==> config.mk <==
export PLATFORM = sky130hd
export DESIGN_NAME = fwd_hazard_ctrl
export DESIGN_NICKNAME = d
export VERILOG_FILES = /design/src/rtl/fwd_pkg.sv /design/src/rtl/fwd_sel.sv /design/src/rtl/fwd_hazard_ctrl.sv
export SDC_FILE = /design/constraint.sdc
export NUM_CORES = 1
export LEC_CHECK = 0
export BUFFER_PORTS_ARGS = -buffer_cell sky130_fd_sc_hd__clkbuf_2
export CAP_MARGIN = 10
export CORE_ASPECT_RATIO = 1.5
export CORE_MARGIN = 1.5
export CORE_UTILIZATION = 40
export CTS_CLUSTER_SIZE = 12
export DETAILED_ROUTE_END_ITERATION = 16
export PLACE_DENSITY = 0.74
export SYNTH_ARGS = -nofsm -noshare
export SYNTH_HDL_FRONTEND = slang
export SYNTH_HIERARCHICAL = 1
export SYNTH_SLANG_ARGS = --single-unit
==> constraint.sdc <==
create_clock -name clk -period 2.2 [get_ports clk]
set_input_delay 0.22 -clock clk [delete_from_list [all_inputs] [get_ports clk]]
set_output_delay 0.22 -clock clk [all_outputs]
set_load 0.02 [all_outputs]
==> src/rtl/fwd_pkg.sv <==
// rtl/fwd_pkg.sv - forwarding select codes, zero-register constant and pipeline stage record
package fwd_pkg;

    localparam int FWD_REG_AW = 5;

    localparam logic [1:0] FWD_QB  = 2'b00;
    localparam logic [1:0] FWD_EXR = 2'b01;
    localparam logic [1:0] FWD_MR  = 2'b10;
    localparam logic [1:0] FWD_MDO = 2'b11;

    localparam logic [FWD_REG_AW-1:0] REG_ZERO = '0;

    typedef struct packed {
        logic [FWD_REG_AW-1:0] rn;
        logic                  wreg;
        logic                  m2reg;
    } stage_t;

endpackage

==> src/rtl/fwd_sel.sv <==
// rtl/fwd_sel.sv - per-operand forwarding select and load-use match
module fwd_sel
    import fwd_pkg::*;
(
    input  logic                  use_i,
    input  logic [FWD_REG_AW-1:0] src_i,
    input  stage_t                e_i,
    input  stage_t                m_i,
    output logic [1:0]            sel_o,
    output logic                  haz_o
);

    logic e_hit;
    logic m_hit;

    assign e_hit = use_i && e_i.wreg && (e_i.rn != REG_ZERO) && (e_i.rn == src_i);
    assign m_hit = use_i && m_i.wreg && (m_i.rn != REG_ZERO) && (m_i.rn == src_i);

    // EX wins over MEM; a load still in EX has no data yet, so it only raises a hazard
    always_comb begin
        sel_o = FWD_QB;
        if (e_hit && !e_i.m2reg) begin
            sel_o = FWD_EXR;
        end else if (m_hit) begin
            sel_o = m_i.m2reg ? FWD_MDO : FWD_MR;
        end
    end

    assign haz_o = e_hit && e_i.m2reg;

endmodule

==> src/rtl/fwd_hazard_ctrl.sv <==
// rtl/fwd_hazard_ctrl.sv - ID-stage forwarding/load-use controller; optional FWD_STATS_EN counters
module fwd_hazard_ctrl
    import fwd_pkg::*;
#(
    parameter int REG_AW = FWD_REG_AW
`ifdef FWD_STATS_EN
    ,
    parameter int CNT_W  = 16
`endif
) (
    input  logic              clk,
    input  logic              clrn,
    input  logic              d_valid,
    input  logic [REG_AW-1:0] d_rs,
    input  logic [REG_AW-1:0] d_rt,
    input  logic [REG_AW-1:0] d_rn,
    input  logic              d_wreg,
    input  logic              d_m2reg,
    input  logic              d_use_rs,
    input  logic              d_use_rt,
    input  logic              flush,
    input  logic              hold,
    output logic [1:0]        fwda,
    output logic [1:0]        fwdb,
    output logic              wpcir,
    output logic              bubble
`ifdef FWD_STATS_EN
    ,
    output logic [CNT_W-1:0]  stall_cnt,
    output logic [CNT_W-1:0]  fwd_cnt
`endif
);

    stage_t e_q;
    stage_t m_q;
    stage_t e_d;
    logic   haz_a;
    logic   haz_b;
    logic   stall;

    fwd_sel u_sel_a (
        .use_i (d_use_rs),
        .src_i (d_rs),
        .e_i   (e_q),
        .m_i   (m_q),
        .sel_o (fwda),
        .haz_o (haz_a)
    );

    fwd_sel u_sel_b (
        .use_i (d_use_rt),
        .src_i (d_rt),
        .e_i   (e_q),
        .m_i   (m_q),
        .sel_o (fwdb),
        .haz_o (haz_b)
    );

    // a flushed or empty ID slot never stalls; flush overrides a pending load-use
    assign stall  = d_valid && !flush && (haz_a || haz_b);
    assign wpcir  = !stall;
    assign bubble = stall || flush || !d_valid;

    // next EX record: a bubble enters as an all-zero non-writing NOP
    always_comb begin
        e_d = '0;
        if (!bubble) begin
            e_d.rn    = d_rn;
            e_d.wreg  = d_wreg;
            e_d.m2reg = d_m2reg;
        end
    end

    // shadow the EX/MEM destination state; hold freezes the whole pipeline
    always_ff @(posedge clk or negedge clrn) begin
        if (!clrn) begin
            e_q <= '0;
            m_q <= '0;
        end else if (!hold) begin
            m_q <= e_q;
            e_q <= e_d;
        end
    end

`ifdef FWD_STATS_EN
    logic fwd_any;
    assign fwd_any = (fwda != FWD_QB) || (fwdb != FWD_QB);

    // saturating event counters, advanced only on non-frozen edges
    always_ff @(posedge clk or negedge clrn) begin
        if (!clrn) begin
            stall_cnt <= '0;
            fwd_cnt   <= '0;
        end else if (!hold) begin
            if (stall && !(&stall_cnt)) begin
                stall_cnt <= stall_cnt + 1'b1;
            end
            if (fwd_any && !(&fwd_cnt)) begin
                fwd_cnt <= fwd_cnt + 1'b1;
            end
        end
    end
`endif

endmodule

==> impl_results.rst, run 1 <==
.. list-table::
   :header-rows: 1

   * - Metric
     - Value
   * - Result of the run
     - finished with violations
   * - Failing checks
     - setup timing
   * - Combined area of all synthesized cells
     - 986 um2
   * - Overall die width
     - around 44 um
   * - Depth of the CTS H-tree
     - 1
   * - Minimum hold slack
     - 0.177 ns
   * - Post-Syn Instances
     - 102
   * - Clock tree from TritonCTS
     - done
   * - Layout-stage area growth over the synthesis result
     - 29.9%
   * - Highest net fanout along the worst path
     - 6
   * - Switching Power
     - 175 uW
   * - Number of global-route vias before repair
     - 946
   * - Pwr dens
     - 459 nW/um2
   * - Comb pwr share
     - 0.254
   * - Part of the Yosys area used for sequential elements
     - 0.355
   * - Final Net Count
     - 163
   * - Worst slew slack as a fraction of its limit
     - 0.742
   * - Share of total power in sequential cells
     - 0.512
   * - Final Hold Viols
     - 0
   * - Worst min-delay path class
     - input port to register
   * - Setup violation total in the final timing report
     - 1
   * - Critical Path, Cell by Cell
     - buf_4, xor2_1, nor2_1, and4_1, or4b_4, buf_6
   * - Drt initial violations
     - 10
   * - R2R Path Start
     - e_q[2]
   * - Row Count
     - 21
   * - Cell-internal power
     - 413 uW
   * - Total iterations of the first detailed-routing run
     - 4
   * - Maximum capacitance violations
     - 0
   * - Netlist cell types
     - 29
   * - Total inserted antenna cells
     - 0
   * - Source of the critical timing path
     - e_q[2]
   * - Worst-case clock buffer depth
     - 2
   * - Post-synthesis register bit count
     - 14
   * - Post-Place Worst Slack
     - 0.215 ns
   * - Placed cells
     - 152
   * - Minimum clock period after layout
     - 2.24 ns
   * - Clk network pwr share
     - 0.234
   * - Initial antenna violation count
     - 0
   * - Maximum number of pins on one net before global-route repair
     - 22
   * - PortBufs
     - 29
   * - CORE AREA
     - 2290 um2
   * - Clock transition at path regs
     - 0.08 ns
   * - Post-route core utilization
     - 0.560
   * - Unrepaired setup endpoints after global routing
     - true
   * - Final setup TNS
     - -0.0424 ns
   * - CTS root buffer
     - clkbuf_4
   * - Final critical-path share of the clock period
     - 1.02
   * - Post-synthesis net count
     - 126
   * - GP Congestion
     - 0.811
   * - Switching Share
     - 0.298
   * - Via-to-Cell Ratio
     - 5.69
   * - Worst Path Arrival
     - slightly above 2 ns
   * - Max rail drop VDD
     - between 0.3 and 0.4 mV
   * - Kind of critical path
     - register to primary output
   * - Starting Density
     - 0.431
   * - Clk Latency, worst-skew pair
     - 0.27 ns
   * - Final antenna-violating net count
     - 0
   * - Actual slew at the worst max-slew pin
     - a little under 0.4 ns
   * - Number of top-level pins
     - 30
   * - Die extent in y
     - 63.8 um
   * - Endpoint class of the critical path
     - primary output
   * - Critical path launch point type
     - register
   * - Placed Area
     - around 1100 um2
   * - Grt total ovfl
     - 0
   * - WL final
     - 2.37 mm
   * - Cts bufs inserted
     - 3
   * - Yosys Warn Count
     - 6
   * - Filler Cells Inserted
     - 201
   * - First-pass GRT wire length
     - 3.95 mm
   * - Post-layout power
     - 588 uW
   * - Setup slack after layout
     - -0.0424 ns
   * - Leakage dissipation
     - 0.595 nW
   * - Vias
     - between 900 and 1000
   * - CP max stage cell
     - or4b_4
   * - Post-DR wirelength/cell
     - 14.8 um
   * - Clock sink total
     - 14
   * - Post-route standard cell area excluding fillers
     - roughly 1300 um2
   * - Max Slew Vio Count
     - 0
   * - Crit path largest cell delay
     - around 0.50 ns
   * - Number of DRC violations after detailed routing
     - 0
   * - Req. time, crit path
     - 1.98 ns
   * - DP Wirelength
     - about 1.8 mm
   * - Average size of a mapped cell
     - ~9.7 um2
   * - Post-Route Skew
     - 0.00683 ns
   * - Fraction of layout instances using a drive strength above 1
     - 0.518
   * - Highest clock frequency the design can meet
     - 446 MHz
   * - Source of the worst hold timing path
     - d_wreg
   * - Cell Count, Final, Fillers Out
     - 160
   * - Die Area
     - 2780 um2
   * - Gr usage total
     - 0.185
layout make-up:
cell class	instances	area (um2)	area share
multi-input cells	77	642	0.501
clock buffers	3	22.5	0.0176
inverters	8	33.8	0.0264
well taps	23	28.8	0.0225
flip-flops and latches	14	355	0.277
repair buffers	35	199	0.155
registers in the layout, indices dropped and copies added, names as in the netlist:
register	count
m_q	7
e_q	7
kinds of logic (layout without fill, tap and decap cells):
| kind of cell | Yosys count | count (layout) | synth area share |
|---|---|---|---|
| xor gates and xnor gates | 12 | 12 | 0.107 |
| buffers and inverters | 11 | 46 | 0.0533 |
| AOI/OAI and AO/OA | 24 | 24 | 0.202 |
| muxes | 7 | 7 | 0.0800 |
| and+or+nand+nor | 34 | 34 | 0.203 |
| DFF | 14 | 14 | 0.355 |
per-layer routing:
metal  vias to the layer above  part of all wire  GRT usage
li1                        436                 -          -
met1                       442              0.40      0.211
met3                        10             0.022    0.00847
met5                         -                 0          0
met2                        23              0.52      0.313
met4                         0             0.050      0.140
worst paths after layout:
path	end	slack [ns]	cells after the start
worst max-delay path	bubble	-0.04	6
worst min-delay path	e_q[1]	0.18	3
worst max register to register	e_q[4]	0.20	7
worst min register to register	e_q[1]	0.57	2
max in group asynchronous	e_q[4]	1.55	2
min in group asynchronous	e_q[1]	0.37	2
worst max-delay path: cells and delay by family (launching register included):
kind / cells / cell delay [ns]
and+or+nand+nor: 3 / 0.81
DFF: 1 / 0.46
buffers and inverters: 2 / 0.30
xor gates and xnor gates: 1 / 0.17
what timing repair did:
item	4_1_cts	5_1_grt
resized for setup	6	10
hold endpoints to repair	14	0
buffers inserted	2	2
hold buffers	1	0
pin swaps	0	2
endpoints found under the setup margin	1	2
cells in the mapped netlist, drive strengths merged:
cell type / count / area share
xor2: 10 / 0.089
and4: 2 / 0.018
nand3b: 2 / 0.015
clkbuf: 1 / 0.0038
nor3: 2 / 0.010
nor4: 4 / 0.025
nand2: 11 / 0.042
a21o: 2 / 0.018
and2b: 1 / 0.0089
o22ai: 2 / 0.013
or4b: 1 / 0.014
dfrtp: 14 / 0.36
o2bb2ai: 4 / 0.036
xnor2: 2 / 0.018
a21oi: 2 / 0.010
o21ai: 10 / 0.077
buf: 2 / 0.016
inv: 4 / 0.015
clkinv: 4 / 0.018
mux2: 7 / 0.080
nand2b: 7 / 0.044
a2111oi: 2 / 0.030
and3b: 2 / 0.018
nor2: 2 / 0.0076
o2111ai: 2 / 0.018
power groups by stage:
stage | clock network (mW) | registers (mW) | logic (mW)
global placement | 0 | 0.301 | 0.122
CTS | 0.146 | 0.298 | 0.134
global route | 0.159 | 0.304 | 0.162
floorplan | 0 | 0.295 | 0.0817
finish | 0.138 | 0.301 | 0.150
detailed placement | 0 | 0.302 | 0.127
cell usage in the layout, fill, tap and decap left out, types with 3 or more instances in the layout:
| master | instances |
|---|---|
| clkbuf_2 | 28 |
| nand2_1 | 11 |
| dfrtp_1 | 10 |
| xor2_1 | 10 |
| mux2_2 | 7 |
| nand2b_1 | 7 |
| o21ai_2 | 7 |
| buf_4 | 5 |
| dfrtp_2 | 4 |
| o2bb2ai_1 | 4 |
| o21ai_0 | 3 |
| clkbuf_4 | 3 |
| clkinv_2 | 3 |
| inv_2 | 3 |
No activity file was read; power rests on OpenSTA's default activity.
==> inputs of run 2 (changes only) <==
==> constraint.sdc (replaced) <==
create_clock -name clk -period 2.7 [get_ports clk]
set_input_delay 0.27 -clock clk [delete_from_list [all_inputs] [get_ports clk]]
set_output_delay 0.27 -clock clk [all_outputs]
set_load 0.02 [all_outputs]
==> impl_results.rst, run 2 (synthesis results as in run 1) <==
.. list-table::
   :header-rows: 1

   * - Metric
     - Value
   * - Worst-case clock buffer depth
     - 2 (unchanged)
   * - GP Congestion
     - 0.761 (-6.2%)
   * - Max rail drop VDD
     - 0.268 mV (-22%)
   * - Row Count
     - 21 (unchanged)
   * - Worst Path Arrival
     - 2.19 ns (+0.17 ns)
   * - Final antenna-violating net count
     - 0 (unchanged)
   * - Maximum number of pins on one net before global-route repair
     - 22 (unchanged)
   * - Clk Latency, worst-skew pair
     - 0.27 ns (about the same)
   * - Clock sink total
     - 14 (unchanged)
   * - Unrepaired setup endpoints after global routing
     - false
   * - Setup slack after layout
     - 0.244 ns (+0.287 ns)
   * - First-pass GRT wire length
     - 3.68 mm (-6.6%)
   * - DP Wirelength
     - 1.75 mm (-5.3%)
   * - Placed cells
     - 151 (-0.66%)
   * - Crit path largest cell delay
     - 0.61 ns (+0.11 ns)
   * - Source of the worst hold timing path
     - d_rn[1]
   * - Length of routed met2 wiring
     - 1.13 mm (-8.7%)
   * - Initial antenna violation count
     - 0 (unchanged)
   * - WL final
     - 2.16 mm (-8.9%)
   * - CP max stage cell
     - or4b_4
   * - Number of global-route vias before repair
     - 883 (-6.7%)
   * - Critical Path, Cell by Cell
     - nor4_1, nand2_1, and4_1, or4b_4, clkbuf_2
   * - Via-to-Cell Ratio
     - 5.65 (-0.81%)
   * - R2R Path Start
     - e_q[4]
   * - Highest net fanout along the worst path
     - 8 (+2)
   * - CORE AREA
     - 2290 um2 (unchanged)
   * - Actual slew at the worst max-slew pin
     - 0.478 ns (+0.0920 ns)
   * - CTS root buffer
     - clkbuf_4
   * - Worst min-delay path class
     - input port to register
   * - Total iterations of the first detailed-routing run
     - 4 (unchanged)
   * - Setup violation total in the final timing report
     - 0 (-1)
   * - Max Slew Vio Count
     - 0 (unchanged)
   * - Overall die width
     - 43.5 um (unchanged)
   * - Die extent in y
     - 63.8 um (unchanged)
   * - Post-Route Skew
     - 0.00206 ns (-0.00476 ns)
   * - Fraction of layout instances using a drive strength above 1
     - 0.429 (-0.0897)
   * - CTS-repair resized insts
     - 0 (-6)
   * - Number of top-level pins
     - 30 (unchanged)
   * - Cts bufs inserted
     - 3 (unchanged)
   * - Number of DRC violations after detailed routing
     - 0 (unchanged)
   * - Post-route standard cell area excluding fillers
     - 1190 um2 (-7.4%)
   * - Post-DR wirelength/cell
     - 13.8 um (-6.5%)
   * - Filler Cells Inserted
     - 218 (+8.5%)
   * - Post-Place Worst Slack
     - 0.563 ns (+0.348 ns)
   * - Uppermost metal layer occupied by signal nets
     - met4
   * - Drt initial violations
     - 18 (+8)
   * - Leading cell type in the layout, fill and taps excluded
     - clkbuf_2
   * - Met3 Wirelength
     - 91 um (+72%)
   * - Maximum capacitance violations
     - 0 (unchanged)
   * - Vias
     - 881 (-3.3%)
   * - Source of the critical timing path
     - e_q[4]
   * - Starting Density
     - 0.431 (unchanged)
   * - Critical path launch point type
     - register
   * - Post-route core utilization
     - 0.519 (-0.0416)
   * - Total inserted antenna cells
     - 0 (unchanged)
   * - Cell Count, Final, Fillers Out
     - 156 (-2.5%)
   * - Leakage dissipation
     - 0.568 nW (-4.6%)
   * - Req. time, crit path
     - 2.43 ns (+0.45 ns)
   * - Result of the run
     - finished clean
   * - Minimum hold slack
     - 0.216 ns (+0.0391 ns)
   * - Biggest regs
     - e_q (7), m_q (7)
   * - Final Net Count
     - 158 (-3.1%)
   * - Layout-stage area growth over the synthesis result
     - 20.3%
   * - Post-layout power
     - 492 uW (-16%)
   * - Highest clock frequency the design can meet
     - 407 MHz
   * - Minimum clock period after layout
     - 2.46 ns
   * - Kind of critical path
     - register to primary output
   * - Final setup TNS
     - 0 ns (+0.0424 ns)
   * - Endpoint class of the critical path
     - primary output
   * - Gr usage total
     - 0.175 (-0.0103)
   * - Clock tree from TritonCTS
     - done
   * - Final critical-path share of the clock period
     - 0.910
   * - Metal1 wirelength
     - 795 um (-17%)
   * - Most frequent cells in the layout
     - clkbuf_2 (29), dfrtp_1 (14), nand2_1 (11)
   * - Depth of the CTS H-tree
     - 1 (unchanged)
   * - PortBufs
     - 29 (unchanged)
   * - Clock transition at path regs
     - 0.08 ns (about the same)
   * - Placed Area
     - 1140 um2 (-0.65%)
   * - Pwr dens
     - 415 nW/um2 (-9.6%)
   * - Worst slew slack as a fraction of its limit
     - 0.681 (-0.0620)
   * - Grt total ovfl
     - 0 (unchanged)
   * - Die Area
     - 2780 um2 (unchanged)
   * - Final Hold Viols
     - 0 (unchanged)
[run 2: path summary, 6_finish.rpt]
path / end / slack, ns / depth (start not counted)
min in group asynchronous: m_q[5] / 0.42 / 2
setup reg to reg: e_q[5] / 0.76 / 5
setup / recovery: bubble / 0.24 / 5
hold / removal: e_q[3] / 0.22 / 3
hold reg to reg: e_q[1] / 0.55 / 2
max in group asynchronous: e_q[0] / 2.02 / 2
[run 2: area by class of cell]
class / count / area [um2] / share of cell area
multi-input cells: 77 / 583 / 0.492
clock buffers: 4 / 36.3 / 0.0306
flip-flops and latches: 14 / 350 / 0.295
repair buffers: 30 / 155 / 0.131
well taps: 23 / 28.8 / 0.0243
inverters: 8 / 32.5 / 0.0274
[run 2: what timing repair did]
| action | CTS | global route |
|---|---|---|
| hold buffers | 1 | 0 |
| buffers inserted | 0 | 0 |
| hold endpoints to repair | 14 | 0 |
[run 2: routing by layer]
metal	GRT usage	vias to the layer above
met1	0.193	402
met3	0.0113	12
met4	0.152	0
met5	0	-
met2	0.291	36
li1	-	431
[run 2: worst max-delay path: cells and delay by family, from the launching register on]
family / cells / cell delay [ns]
buf+inv: 1 / 0.20
flops: 1 / 0.48
simple gates: 4 / 1.23
[run 2: where the power goes]
group	total [mW]	switching (mW)	internal (mW)
clock	0.147	0.0649	0.0820
combinational	0.103	0.0532	0.0497
sequential	0.242	0.0189	0.223
==> inputs of run 3 (changes only) <==
--- a/config.mk
+++ b/config.mk
@@ -13,6 +13,7 @@
 export CTS_CLUSTER_SIZE = 12
 export DETAILED_ROUTE_END_ITERATION = 16
 export PLACE_DENSITY = 0.74
+export RECOVER_POWER = 50
 export SYNTH_ARGS = -nofsm -noshare
 export SYNTH_HDL_FRONTEND = slang
 export SYNTH_HIERARCHICAL = 1
==> impl_results.rst, run 3 (synthesis results as in run 1) <==
.. list-table::
   :header-rows: 1

   * - Metric
     - Value
   * - Highest clock frequency the design can meet
     - 407 MHz (about the same)
   * - Leading cell type in the layout, fill and taps excluded
     - clkbuf_2
   * - Critical path launch point type
     - register
   * - Depth of the CTS H-tree
     - 1 (unchanged)
   * - Max Slew Vio Count
     - 0 (unchanged)
   * - Critical Path, Cell by Cell
     - nor4_1, nand2_1, and4_1, or4b_4, clkbuf_2
   * - Highest net fanout along the worst path
     - 8 (unchanged)
   * - Crit path largest cell delay
     - 0.61 ns (about the same)
   * - Final Hold Viols
     - 0 (unchanged)
   * - Source of the critical timing path
     - e_q[4]
   * - Reg2Reg Depth
     - 5 (unchanged)
   * - Pwr dens
     - 415 nW/um2 (+0.14%)
   * - Worst setup slack for register-to-register paths
     - 0.76 ns (about the same)
   * - Number of buffer and inverter instances along the worst setup path
     - 1 (unchanged)
   * - Worst reg2reg path endpoint
     - e_q[5]
   * - Final critical-path share of the clock period
     - 0.910 (about the same)
   * - Fraction of layout instances using a drive strength above 1
     - 0.414 (-0.0150)
   * - Most frequent cells in the layout
     - clkbuf_2 (27), dfrtp_1 (14), nand2_1 (11)
   * - Setup slack after layout
     - 0.244 ns (+0.0000350 ns)
   * - Clk Latency, worst-skew pair
     - 0.27 ns (about the same)
   * - Endpoint class of the critical path
     - primary output
   * - Gr usage total
     - 0.175 (unchanged)
   * - Row Count
     - 21 (unchanged)
   * - Total iterations of the first detailed-routing run
     - 4 (unchanged)
   * - Clock tree from TritonCTS
     - done
   * - Number of global-route vias before repair
     - 883 (unchanged)
   * - Logic depth of the worst path, buffers included
     - 5 (unchanged)
   * - Worst Path Arrival
     - 2.19 ns (about the same)
   * - Worst setup path endpoint
     - bubble
   * - Kind of critical path
     - register to primary output
   * - PortBufs
     - 29 (unchanged)
   * - Final Net Count
     - 158 (unchanged)
   * - Grt total ovfl
     - 0 (unchanged)
   * - Initial antenna violation count
     - 0 (unchanged)
   * - Number of DRC violations after detailed routing
     - 0 (unchanged)
   * - Post-DR wirelength/cell
     - 13.9 um (+0.14%)
   * - Post-Route Skew
     - 0.00209 ns (+0.0000233 ns)
   * - Overall die width
     - 43.5 um (unchanged)
   * - Vias
     - 881 (unchanged)
   * - GP Congestion
     - 0.761 (unchanged)
   * - Post-Place Worst Slack
     - 0.563 ns (unchanged)
   * - Result of the run
     - finished clean
   * - R2R Path Start
     - e_q[4]
   * - Die extent in y
     - 63.8 um (unchanged)
   * - Req. time, crit path
     - 2.43 ns (about the same)
   * - WL final
     - 2.16 mm (+0.14%)
   * - Actual slew at the worst max-slew pin
     - 0.820 ns (+0.342 ns)
   * - Minimum hold slack
     - 0.216 ns (unchanged)
   * - Minimum clock period after layout
     - 2.46 ns (-0.0000350 ns)
   * - Via-to-Cell Ratio
     - 5.65 (unchanged)
   * - Max rail drop VDD
     - 0.268 mV (about the same)
   * - Post-layout power
     - 492 uW (about the same)
   * - Final setup TNS
     - 0 ns (unchanged)
   * - CP max stage cell
     - or4b_4
   * - Worst-case clock buffer depth
     - 2 (unchanged)
   * - Setup violation total in the final timing report
     - 0 (unchanged)
   * - Cell Count, Final, Fillers Out
     - 156 (unchanged)
   * - Final antenna-violating net count
     - 0 (unchanged)
   * - CORE AREA
     - 2290 um2 (unchanged)
   * - Number of top-level pins
     - 30 (unchanged)
   * - Starting Density
     - 0.431 (unchanged)
   * - Hold depth
     - 3 (unchanged)
   * - Cts bufs inserted
     - 3 (unchanged)
   * - Filler Cells Inserted
     - 217 (-0.46%)
   * - Clock transition at path regs
     - 0.08 ns (about the same)
   * - Placed Area
     - 1140 um2 (unchanged)
   * - Drt initial violations
     - 17 (-1)
   * - Worst slew slack as a fraction of its limit
     - 0.453 (-0.227)
   * - CTS root buffer
     - clkbuf_4
   * - Layout-stage area growth over the synthesis result
     - 20.1%
   * - Placed cells
     - 151 (unchanged)
   * - Unrepaired setup endpoints after global routing
     - false
   * - Maximum capacitance violations
     - 0 (unchanged)
   * - DP Wirelength
     - 1.75 mm (unchanged)
   * - Post-route standard cell area excluding fillers
     - 1180 um2 (-0.21%)
   * - Total inserted antenna cells
     - 0 (unchanged)
   * - First-pass GRT wire length
     - 3.68 mm (unchanged)
   * - Post-route core utilization
     - 0.518 (-0.00109)
   * - Worst min-delay path class
     - input port to register
   * - Biggest regs
     - e_q (7), m_q (7)
   * - Leakage dissipation
     - 0.562 nW (-1.0%)
   * - Clock sink total
     - 14 (unchanged)
   * - Die Area
     - 2780 um2 (unchanged)
   * - Maximum number of pins on one net before global-route repair
     - 22 (unchanged)
   * - Cell class contributing the biggest share of worst-path delay
     - simple AND/OR/NAND/NOR gates
run 3: cell counts in the layout (fill, tap and decap cells not counted):
No cell type changed its count.
run 3: final cells by class:
type / instances / area, um2 / share of cell area
inverter: 8 / 32.5 / 0.0275
sequential: 14 / 350 / 0.296
tap: 23 / 28.8 / 0.0243
timing repair buffer: 30 / 153 / 0.129
clock buffer: 4 / 36.3 / 0.0307
multi-input combinational: 77 / 583 / 0.493
run 3: worst register-to-register path: stages (launching register included):
cell and delay, ns:
dfrtp_1 0.48, nor4_1 0.32, nand2_1 0.10, and4_1 0.20
or4b_4 0.61, o21ai_2 0.16
run 3: timing repair:
item | CTS | global route
hold buffers | 1 | 0
setup buffers | 0 | 0
endpoints found under the hold margin | 14 | 0
resized for setup | 0 | 0
run 3: how the worst min path moves through the flow:
stage / start / endpoint
floorplan: clrn / e_q[0]
global placement: clrn / m_q[2]
detailed placement: clrn / m_q[5]
CTS: d_rn[1] / e_q[3]
global route: d_m2reg / e_q[0]
finish: d_rn[1] / e_q[3]
run 3: power breakdown:
group / switching, mW / leakage, nW / internal (mW)
sequential: 0.0189 / 0.189 / 0.223
combinational: 0.0532 / 0.352 / 0.0494
clock: 0.0649 / 0.0210 / 0.0820
total: 0.137 / 0.562 / 0.354
run 3: metal layers:
layer | track usage | routed length (um) | part of all wire
met5 | 0 | 0 | 0
met4 | 0.152 | 142 | 0.066
met3 | 0.0113 | 91 | 0.042
met2 | 0.291 | 1130 | 0.52
met1 | 0.193 | 798 | 0.37
